File: src/rtl/sargantana_icache_repl_ctrl.sv
// I-cache replacement / invalidation controller: victim selection (random, tree-PLRU or
// round-robin), per-set policy state, sequential flush walker and targeted line invalidation.
module sargantana_icache_repl_ctrl #(
    parameter int          ICACHE_N_WAY     = 4,
    parameter int          ICACHE_IDX_WIDTH = 6,
    parameter int          REPL_POLICY      = 0,
    parameter logic [7:0]  LFSR_SEED        = 8'hA5
) (
    input  logic                              clk_i,
    input  logic                              rstn_i,
    input  logic                              flush_i,
    input  logic                              inval_i,
    input  logic [ICACHE_IDX_WIDTH-1:0]       inval_idx_i,
    input  logic [$clog2(ICACHE_N_WAY)-1:0]   inval_way_i,
    input  logic                              cache_rd_ena_i,
    input  logic                              cache_wr_ena_i,
    input  logic [ICACHE_IDX_WIDTH-1:0]       cline_index_i,
    input  logic [ICACHE_N_WAY-1:0]           way_valid_bits_i,
    input  logic                              miss_i,
    input  logic                              hit_i,
    input  logic [$clog2(ICACHE_N_WAY)-1:0]   hit_way_i,
    output logic [$clog2(ICACHE_N_WAY)-1:0]   victim_o,
    output logic [$clog2(ICACHE_N_WAY)-1:0]   victim_q_o,
    output logic                              we_valid_o,
    output logic                              valid_wdata_o,
    output logic [ICACHE_IDX_WIDTH-1:0]       addr_valid_o,
    output logic [ICACHE_N_WAY-1:0]           tag_req_valid_o,
    output logic [ICACHE_N_WAY-1:0]           data_req_valid_o,
    output logic                              flush_busy_o
);
    // state    | meaning
    // ST_IDLE  | serve invalidate / refill write / lookup read
    // ST_FLUSH | walk every set, clearing valid bits and policy state

    localparam int W      = $clog2(ICACHE_N_WAY);
    localparam int N_SETS = 2 ** ICACHE_IDX_WIDTH;
    localparam int N_NODE = ICACHE_N_WAY - 1;

    typedef enum logic {ST_IDLE, ST_FLUSH} state_e;

    state_e                      state_q, state_d;
    logic [ICACHE_IDX_WIDTH-1:0] cnt_q, cnt_d;
    logic [W-1:0]                vic_q, vic_d;
    logic [7:0]                  lfsr_q, lfsr_d;
    logic [N_NODE-1:0]           plru_q [N_SETS];
    logic [N_NODE-1:0]           plru_d [N_SETS];
    logic [W-1:0]                rr_q [N_SETS];
    logic [W-1:0]                rr_d [N_SETS];

    logic                        all_valid;
    logic [W-1:0]                inv_way;
    logic [W-1:0]                pol_way;
    logic                        wr_fire;

    // Tree nodes are heap-ordered; the root decides way bit 0, level l decides way bit l.
    function automatic logic plru_bit(input logic [N_NODE-1:0] tree, input int node);
        logic b;
        b = 1'b0;
        for (int n = 0; n < N_NODE; n++) begin
            if (n == node) b = tree[n];
        end
        return b;
    endfunction

    function automatic logic [W-1:0] plru_walk(input logic [N_NODE-1:0] tree);
        logic [W-1:0] way;
        logic         b;
        int           node;
        way  = '0;
        node = 0;
        for (int l = 0; l < W; l++) begin
            b      = plru_bit(tree, node);
            way[l] = b;
            node   = 2 * node + 1 + (b ? 1 : 0);
        end
        return way;
    endfunction

    function automatic logic [N_NODE-1:0] plru_touch(input logic [N_NODE-1:0] tree,
                                                     input logic [W-1:0]      way);
        logic [N_NODE-1:0] t;
        int                node;
        t    = tree;
        node = 0;
        for (int l = 0; l < W; l++) begin
            for (int n = 0; n < N_NODE; n++) begin
                if (n == node) t[n] = ~way[l];
            end
            node = 2 * node + 1 + (way[l] ? 1 : 0);
        end
        return t;
    endfunction

    always_comb begin
        all_valid = &way_valid_bits_i;
        inv_way   = '0;
        for (int i = ICACHE_N_WAY - 1; i >= 0; i--) begin
            if (!way_valid_bits_i[i]) inv_way = W'(i);
        end
        case (REPL_POLICY)
            1:       pol_way = plru_walk(plru_q[cline_index_i]);
            2:       pol_way = rr_q[cline_index_i];
            default: pol_way = lfsr_q[W-1:0];
        endcase
        victim_o = all_valid ? pol_way : inv_way;
    end

    always_comb begin
        state_d          = state_q;
        cnt_d            = cnt_q;
        vic_d            = vic_q;
        lfsr_d           = lfsr_q;
        plru_d           = plru_q;
        rr_d             = rr_q;
        we_valid_o       = 1'b0;
        valid_wdata_o    = 1'b0;
        addr_valid_o     = '0;
        tag_req_valid_o  = '0;
        data_req_valid_o = '0;
        flush_busy_o     = 1'b0;
        wr_fire          = 1'b0;

        case (state_q)
            ST_IDLE: begin
                if (flush_i) state_d = ST_FLUSH;
                if (inval_i) begin
                    we_valid_o                   = 1'b1;
                    addr_valid_o                 = inval_idx_i;
                    tag_req_valid_o[inval_way_i] = 1'b1;
                end else if (cache_wr_ena_i) begin
                    wr_fire                       = 1'b1;
                    we_valid_o                    = 1'b1;
                    valid_wdata_o                 = 1'b1;
                    addr_valid_o                  = cline_index_i;
                    tag_req_valid_o[vic_q]        = 1'b1;
                    data_req_valid_o[vic_q]       = 1'b1;
                    plru_d[cline_index_i]         = plru_touch(plru_q[cline_index_i], vic_q);
                    if (all_valid) begin
                        rr_d[cline_index_i] = rr_q[cline_index_i] + W'(1);
                        lfsr_d = {lfsr_q[6:0], lfsr_q[7] ^ lfsr_q[5] ^ lfsr_q[4] ^ lfsr_q[3]};
                    end
                end else if (cache_rd_ena_i) begin
                    addr_valid_o     = cline_index_i;
                    tag_req_valid_o  = '1;
                    data_req_valid_o = '1;
                end
                // A refill write in the same cycle overrides the hit's PLRU update.
                if (hit_i && !wr_fire) begin
                    plru_d[cline_index_i] = plru_touch(plru_q[cline_index_i], hit_way_i);
                end
                if (miss_i) vic_d = victim_o;
            end
            ST_FLUSH: begin
                flush_busy_o    = 1'b1;
                we_valid_o      = 1'b1;
                addr_valid_o    = cnt_q;
                tag_req_valid_o = '1;
                plru_d[cnt_q]   = '0;
                rr_d[cnt_q]     = '0;
                if (cnt_q == '1) begin
                    state_d = ST_IDLE;
                    cnt_d   = '0;
                end else begin
                    cnt_d = cnt_q + 1'b1;
                end
            end
            default: state_d = ST_IDLE;
        endcase
    end

    always_ff @(posedge clk_i or negedge rstn_i) begin
        if (!rstn_i) begin
            state_q <= ST_IDLE;
            cnt_q   <= '0;
            vic_q   <= '0;
            lfsr_q  <= LFSR_SEED;
            for (int s = 0; s < N_SETS; s++) begin
                plru_q[s] <= '0;
                rr_q[s]   <= '0;
            end
        end else begin
            state_q <= state_d;
            cnt_q   <= cnt_d;
            vic_q   <= vic_d;
            lfsr_q  <= lfsr_d;
            plru_q  <= plru_d;
            rr_q    <= rr_d;
        end
    end

    assign victim_q_o = vic_q;

endmodule

File: config.mk
export PLATFORM = sky130hd
export DESIGN_NAME = sargantana_icache_repl_ctrl
export DESIGN_NICKNAME = d
export VERILOG_FILES = /design/src/rtl/sargantana_icache_repl_ctrl.sv
export SDC_FILE = /design/constraint.sdc
export NUM_CORES = 1
export LEC_CHECK = 0
export BUFFER_PORTS_ARGS = -buffer_cell sky130_fd_sc_hd__buf_2
export CAP_MARGIN = 20
export CORE_MARGIN = 2
export CORE_UTILIZATION = 49
export DETAILED_ROUTE_END_ITERATION = 10
export PLACE_DENSITY = 0.83
export SLEW_MARGIN = 10
export SYNTH_ARGS = -nofsm -noshare
export SYNTH_HDL_FRONTEND = slang
export SYNTH_SLANG_ARGS = --single-unit
File: constraint.sdc
create_clock -name clk_i -period 5.55 [get_ports clk_i]
set_clock_uncertainty 0.05 [all_clocks]
set_input_delay 1.665 -clock clk_i [delete_from_list [all_inputs] [get_ports clk_i]]
set_output_delay 1.665 -clock clk_i [all_outputs]
set_load 0.1 [all_outputs]
Word level (Yosys, flattened, before mapping)
Cells that the tools add are included.
Storage, ports and cells
  register bits after elaboration: 17
  input bits: 28
  output and inout port bits: 21
  word-level logic and storage cells: 49
Operators by class
  add/sub/neg operators: 1
  order comparisons: 4
  equal/unequal tests: 1
  multiplexer cells: 29
  bitwise gates (word level): 5
  reduce and logical (&&, ||, !) cells: 5
Operators with widths (number)
  $mux W6: 4
  $mux W4: 5
  $pmux W6 S2: 1
  $mux W2: 5
  $mux W1: 9
  $pmux W4 S2: 1
  $reduce_and A7 Y1: 1
  $add A6 B1 Y6 const B: 1
  $eq A6 B6 Y1 const B: 1
  $lt A2 B3 Y1 const B: 2
  $demux W1 S2: 2
  $ge A2 B1 Y1 const B: 2
  $pmux W1 S2: 2
  $reduce_and A4 Y1: 1
  $xor A1 B1 Y1: 3
  $logic_and A1 B1 Y1: 2
  $not A1 Y1: 2
  $reduce_and A2 Y1: 1

Logic depth before layout (Yosys ltp)
Gate-level depths: netlist of run 1.
  word-level depth: 7
  depth in mapped cells: 4
  depth with buffers taken out: 4

Least setup slack after synthesis of run 1
OpenSTA, ideal clock, no wires.
  path kind: input to output
  start point: input cache_wr_ena_i
  end point: output data_req_valid_o[0]
  data arrival time: 4396 ps
  data required time: 3835 ps
  setup slack: -561 ps
  stages: 2
  path buffers: 0
  cells stage by stage: or3b_2 -> a211oi_1
On the way
  longest elaborated chain between the ends: 3
Ends and longest elaborated chain
  start: declaration: line 16  | input logic cache_wr_ena_i,
  $mux W4: line 130  | end else if (cache_wr_ena_i) begin
  $mux W4: line 126  | if (inval_i) begin
  $mux W4: line 123  | case (state_q)
  end: declaration: line 28  | output logic [ICACHE_N_WAY-1:0] data_req_valid_o,
No other way between the ends.

Final worst setup path of run 1
  start point: input cache_wr_ena_i
  end point: output tag_req_valid_o[0]
On the way
  longest elaborated chain between the ends: 3
Ends and longest elaborated chain
  $mux W4: line 130
  $mux W4: line 126
  $pmux W4 S2: line 123
  end: declaration: line 27  | output logic [ICACHE_N_WAY-1:0] tag_req_valid_o,
No other way between the ends.

==> results of run 1 <==
[stage by stage]
step           util, %  TNS, ps  total power [mW]  cell area (sq um)  setup slack [ps]
2_1_floorplan        -    -1410             0.148               1070              -373
3_3_place_gp      65.3        0             0.162               1310               829
3_5_place_dp      65.3        0             0.164               1310               802
4_1_cts           66.6        0             0.228               1330               801
5_1_grt           66.6        0             0.238               1330               697
6_report          66.6        0             0.226               1330               789
[state kept, by name, indices dropped and copies added, names as in the netlist]
signal and flops:
state_q 1, lfsr_q 8, victim_q_o 2, cnt_q 6
[logic make-up after synthesis]
| kind of cell | synth area share (%) |
|---|---|
| AO/OA/AOI/OAI | 21.2 |
| multiplexers | 10.5 |
| flip-flops | 40.7 |
| buffers and inverters | 4.97 |
| adder cells (fa/ha/maj) | 1.18 |
| XOR/XNOR | 4.14 |
| AND/OR/NAND/NOR | 17.3 |
[layout make-up]
cell class              instances  area, sq um
well taps                      27         33.8
clock buffers                   4         26.3
repair buffers                 45          225
inverters                       9         33.8
flip-flops and latches         17          430
fillers                       173          668
multi-input cells              80          584
[where the power goes]
group | total (mW) | switching, mW | internal (mW)
clock network | 0.0651 | 0.0371 | 0.0280
logic | 0.0361 | 0.0249 | 0.0112
registers | 0.125 | 0.000792 | 0.125
total | 0.226 | 0.0628 | 0.164
[metal layers]
| metal | up-vias | track usage, % | part of all wire (%) |
|---|---|---|---|
| met3 | 3 | 3.57 | 7.4 |
| li1 | 491 | - | - |
| met4 | 0 | 7.66 | 0.86 |
| met1 | 472 | 25.9 | 41 |
| met2 | 52 | 39.0 | 51 |
| met5 | - | 0 | 0 |
[worst max-delay path by stage]
| stage | start | to | slack (ps) | cells after the start |
|---|---|---|---|---|
| 6_report | cache_wr_ena_i | tag_req_valid_o[0] | 790 | 5 |
| 4_1_cts | cache_wr_ena_i | tag_req_valid_o[0] | 800 | 5 |
| 2_1_floorplan | inval_i | tag_req_valid_o[1] | -370 | 3 |
| 3_5_place_dp | cache_wr_ena_i | tag_req_valid_o[0] | 800 | 5 |
| 3_3_place_gp | cache_wr_ena_i | tag_req_valid_o[0] | 830 | 5 |
| 5_1_grt | cache_wr_ena_i | tag_req_valid_o[0] | 700 | 5 |
[placed cells by master, fill, tap and decap left out]
cell / n
buf_2: 45
dfrtp_1: 13
a21oi_1: 10
inv_1: 9
nand2_1: 9
mux2_2: 9
o21ai_0: 7
a221oi_1: 6
xnor2_1: 4
dfstp_2: 4
nor2_1: 3
nand2b_1: 3
nand4_1: 3
clkbuf_4: 3
o21ba_2: 2
a31oi_1: 2
a211oi_2: 2
nor3_1: 2
or3_1: 2
nand3_1: 2
nor3b_4: 2
o31ai_1: 2
or3b_2: 1
a211o_1: 1
o21a_1: 1
a21boi_0: 1
nand3b_1: 1
and2_1: 1
or3_2: 1
xor2_1: 1
mux2i_1: 1
ha_1: 1
clkbuf_1: 1
==> results.yml, run 1 <==
run_status:
  status: "complete, no violations"
floorplan:
  ioPinCount: 49
  start_util_pct: 52.8
  coreArea_sq_um: 2000
  dieWidth_microns: 50.5
  die_h_microns: 50.5
  die_area_sq_um: 2550
  rows: 16
sta:
  slew_headroom_pct: 33.2
  fin_crit_sh_pct: 85.8
  tightest_slew_ps: 1000
  rsz0062_at_grt: "no"
  max_freq_mhz: 210
  setup_viol: 0
  fin_crit_ps: 4760
  drv_slew: 0
  holdWs_ps: 485
  hold_viol: 0
critical_path:
  worst-r2r-cell-count: 3
  crit_top_cell: "buf_2"
  cpPeakStageDelay_ps: 490
  reg2reg_from: "state_q"
  cp_num_buf_inv: 2
  critPathLaunchType: "input port"
  critPathTopFamily: "buffers and inverters"
  r2r_slack_ps: 3480
  crit_path_end_kind: "output port"
  r2r-end: "lfsr_q[3]"
  criticalPathCategory: "input port to output port"
  crit_path_top_delay_cell: "or3b_2"
  cp_cell_sequence: "buf_2 > or3b_2 > a21oi_1 > a211o_1 > buf_2"
  cp.arrival_ps: 3050
  critPathMaxFanout: 8
  cp.required_ps: 3840
synthesis:
  synth.top_cell.area_share_pct: 30.8
  synth_flop_cell: "dfrtp_1"
  synth_most_common_cell: "dfrtp_1"
  ys_seq_elements: 17
  async_flop_share_pct: 100
  syn_area_sq_um: 1060
  synthCells: 111
  yosys_warnings: 0
  ys_seq_area_share_pct: 40.7
  synthesis.nets: 140
  synth_edf_count: 0
  synth_area_leader_cell: "dfrtp_1"
  avgSynthCellArea_sq_um: 9.52
  netlist_top_cells_count: "13 x dfrtp_1, 10 x a21oi_1, 9 x inv_1, 9 x mux2_2, 9 x nand2_1"
  yosys-top-cells-area: "dfrtp_1 31%, dfstp_2 9.9%, mux2_2 9.6%, a221oi_1 5.0%, a21oi_1 4.7%"
  yosysUniqueCellTypes: 32
placement:
  dp.cells: 178
  gp_congestion: 0.838
  dp_hpwl_microns: 1880
  numPortBuffers: 45
global_routing:
  grt_max_degree: 34
  grtUsageTotal_pct: 21.7
  grt_antenna_before_repair: 0
  grt.overflow.total: 0
  grt_pass1_vias: 984
  grt_pass1_wl_microns: 4210
cts:
  cts_max_path_buffers: 2
  cts_tree: "done"
  cts.repair.resized: 0
  cts_num_sinks: 17
  insertion_delay_ps: 290
  cts_htree_levels: 1
  cts_made_buffers: 3
  path_clk_slew_ps: 90
  cts-root-buf: "clkbuf_4"
  cts_setup_buffers: 0
  holdBufCountCts: 0
finish:
  drive_gt1_share_pct: 44.5
  instances_no_fill: 182
  n_antenna_cell: 0
  syn_to_final_growth_pct: 26.2
  fin_nets: 185
route:
  ant_nets: 0
  drc: 0
  drtPass1Iterations: 4
  vias: 1018
  drt_wl_total_microns: 2450
  drt_iter0_markers: 25
  detail_route.wl_per_cell_microns: 13.4
  viasPerCell: 5.59
min_path:
  min_to: "lfsr_q[6]"
  hold_class: "register to register"
  hold-path-cell-count: 1
  min_from: "lfsr_q[6]"
pwr:
  ir_drop_mv: 0.109
  p_per_area_nw_per_um2: 170
  total_leakage_power_nw: 0.632
flow_run:
  drv_cap: 0
Note: power is estimated with default switching activity, not from simulation.
==> run 2: changes to the inputs <==
Settings changed: CORE_MARGIN 2 to 10.
==> run 2 against run 1 <==
  * Global-route usage decreased by 8.5 points
  * Final cell count unchanged
  * Worst setup slack improved by 2.8 ps
  * Utilization unchanged
  * Via count increased by 1.7%
  * Non-clock buffer count unchanged
  * Largest cell class unchanged
  * Highest routed layer unchanged
==> results.yml, run 2 (synthesis gave the netlist of run 1 again) <==
critical_path:
  critPathLaunchType: "input port"
  critPathMaxFanout: 8
  criticalPathCategory: "input port to output port"
  cp.required_ps: 3840
  crit_path_end_kind: "output port"
  cp.arrival_ps: 3040
global_routing:
  grt_pass1_vias: 1049
  grt.overflow.total: 0
  grt_pass1_wl_microns: 4770
  grt_use_met1_pct: 15.2
  busiest_layer: "met2"
  grt_antenna_before_repair: 0
  grtUsageTotal_pct: 13.1
  grt_max_degree: 34
  met3_usage_pct: 4.52
  grt_use_met2_pct: 22.6
route:
  drt_wl_total_microns: 2840
  viasPerCell: 5.69
  detail_route.wl_per_cell_microns: 15.6
  ant_nets: 0
  drtPass1Iterations: 4
  drc: 0
  vias: 1035
  drt_iter0_markers: 54
sta:
  setup_viol: 0
  tightest_slew_ps: 1020
  fin_crit_sh_pct: 85.7
  final.setup.tns_ps: 0
  rsz0062_at_grt: "no"
  drv_slew: 0
  slew_headroom_pct: 32.0
  max_freq_mhz: 210
  hold_viol: 0
  fin_crit_ps: 4760
  holdWs_ps: 474
cts:
  cts_htree_levels: 1
  cts_max_path_buffers: 2
  cts_made_buffers: 3
  cts_tree: "done"
  cts_setup_buffers: 0
  holdBufCountCts: 0
  path_clk_slew_ps: 90
  cts.repair.resized: 0
  cts_num_sinks: 17
  cts-root-buf: "clkbuf_4"
  insertion_delay_ps: 280
finish:
  instances_no_fill: 182
  final_cell_area_sq_um: 1330
  drive_gt1_share_pct: 44.5
  layout_common_cells: "45 x buf_2, 13 x dfrtp_1, 10 x a21oi_1"
  largest_register_ffs: 8
  fin_nets: 185
  final_common_cell: "buf_2"
  fill_cells: 168
  largest-register: "lfsr_q"
  final_util_pct: 66.6
  syn_to_final_growth_pct: 26.2
  n_antenna_cell: 0
placement:
  gp_congestion: 0.792
  numPortBuffers: 45
  dp_hpwl_microns: 2260
  dp.cells: 178
  place_area_sq_um: 1310
flow_run:
  drv_cap: 0
floorplan:
  die_area_sq_um: 4420
  ioPinCount: 49
  dieWidth_microns: 66.5
  start_util_pct: 52.8
  coreArea_sq_um: 2000
  die_h_microns: 66.5
  rows: 16
min_path:
  hold_class: "register to register"
pwr:
  ir_drop_mv: 0.100
  total_leakage_power_nw: 0.632
  p_per_area_nw_per_um2: 169
run_status:
  status: "complete, no violations"
## run 2: cell counts in the layout (fill, tap and decap cells not counted)
Identical to the previous run, type by type.
## run 2: final cells by class
cell class	count	area [sq um]	share of cell area, %
multi-input cells	80	584	43.8
flip-flops and latches	17	430	32.3
repair buffers	45	225	16.9
clock buffers	4	26.3	1.97
well taps	27	33.8	2.53
inverters	9	33.8	2.53
## run 2: path summary, 6_finish.rpt
check | start | to | slack (ps) | cells after the start
worst max register to register | state_q | lfsr_q[4] | 3460 | 3
worst min-delay path | lfsr_q[6] | lfsr_q[6] | 470 | 1
worst max-delay path | cache_wr_ena_i | tag_req_valid_o[0] | 790 | 5
worst min register to register | lfsr_q[6] | lfsr_q[6] | 470 | 1
max in group asynchronous | rstn_i | lfsr_q[7] | 3920 | 1
min in group asynchronous | rstn_i | lfsr_q[1] | 1230 | 1
## run 2: routing by layer
layer	share of wire (%)	wire, microns	up-vias
li1	-	-	492
met1	41	1160	502
met2	51	1450	39
met3	8.0	228	2
met4	0.28	8	0
met5	0	0	-
## run 2: metrics by stage
step	worst slack (ps)	total power [mW]
detailed placement	806	0.164
floorplan	-373	0.148
global placement	837	0.163
finish	792	0.225
CTS	804	0.227
global route	717	0.237
## run 2: worst max-delay path, stage by stage
cell and delay [ps]:
buf_2 160, or3b_2 480, a21oi_1 190, a211o_1 120, buf_2 420
## run 2: where the power goes
group          internal [mW]  switching [mW]  total (mW)
clock                 0.0279          0.0355      0.0634
combinational         0.0112          0.0252      0.0364
sequential             0.125        0.000854       0.125
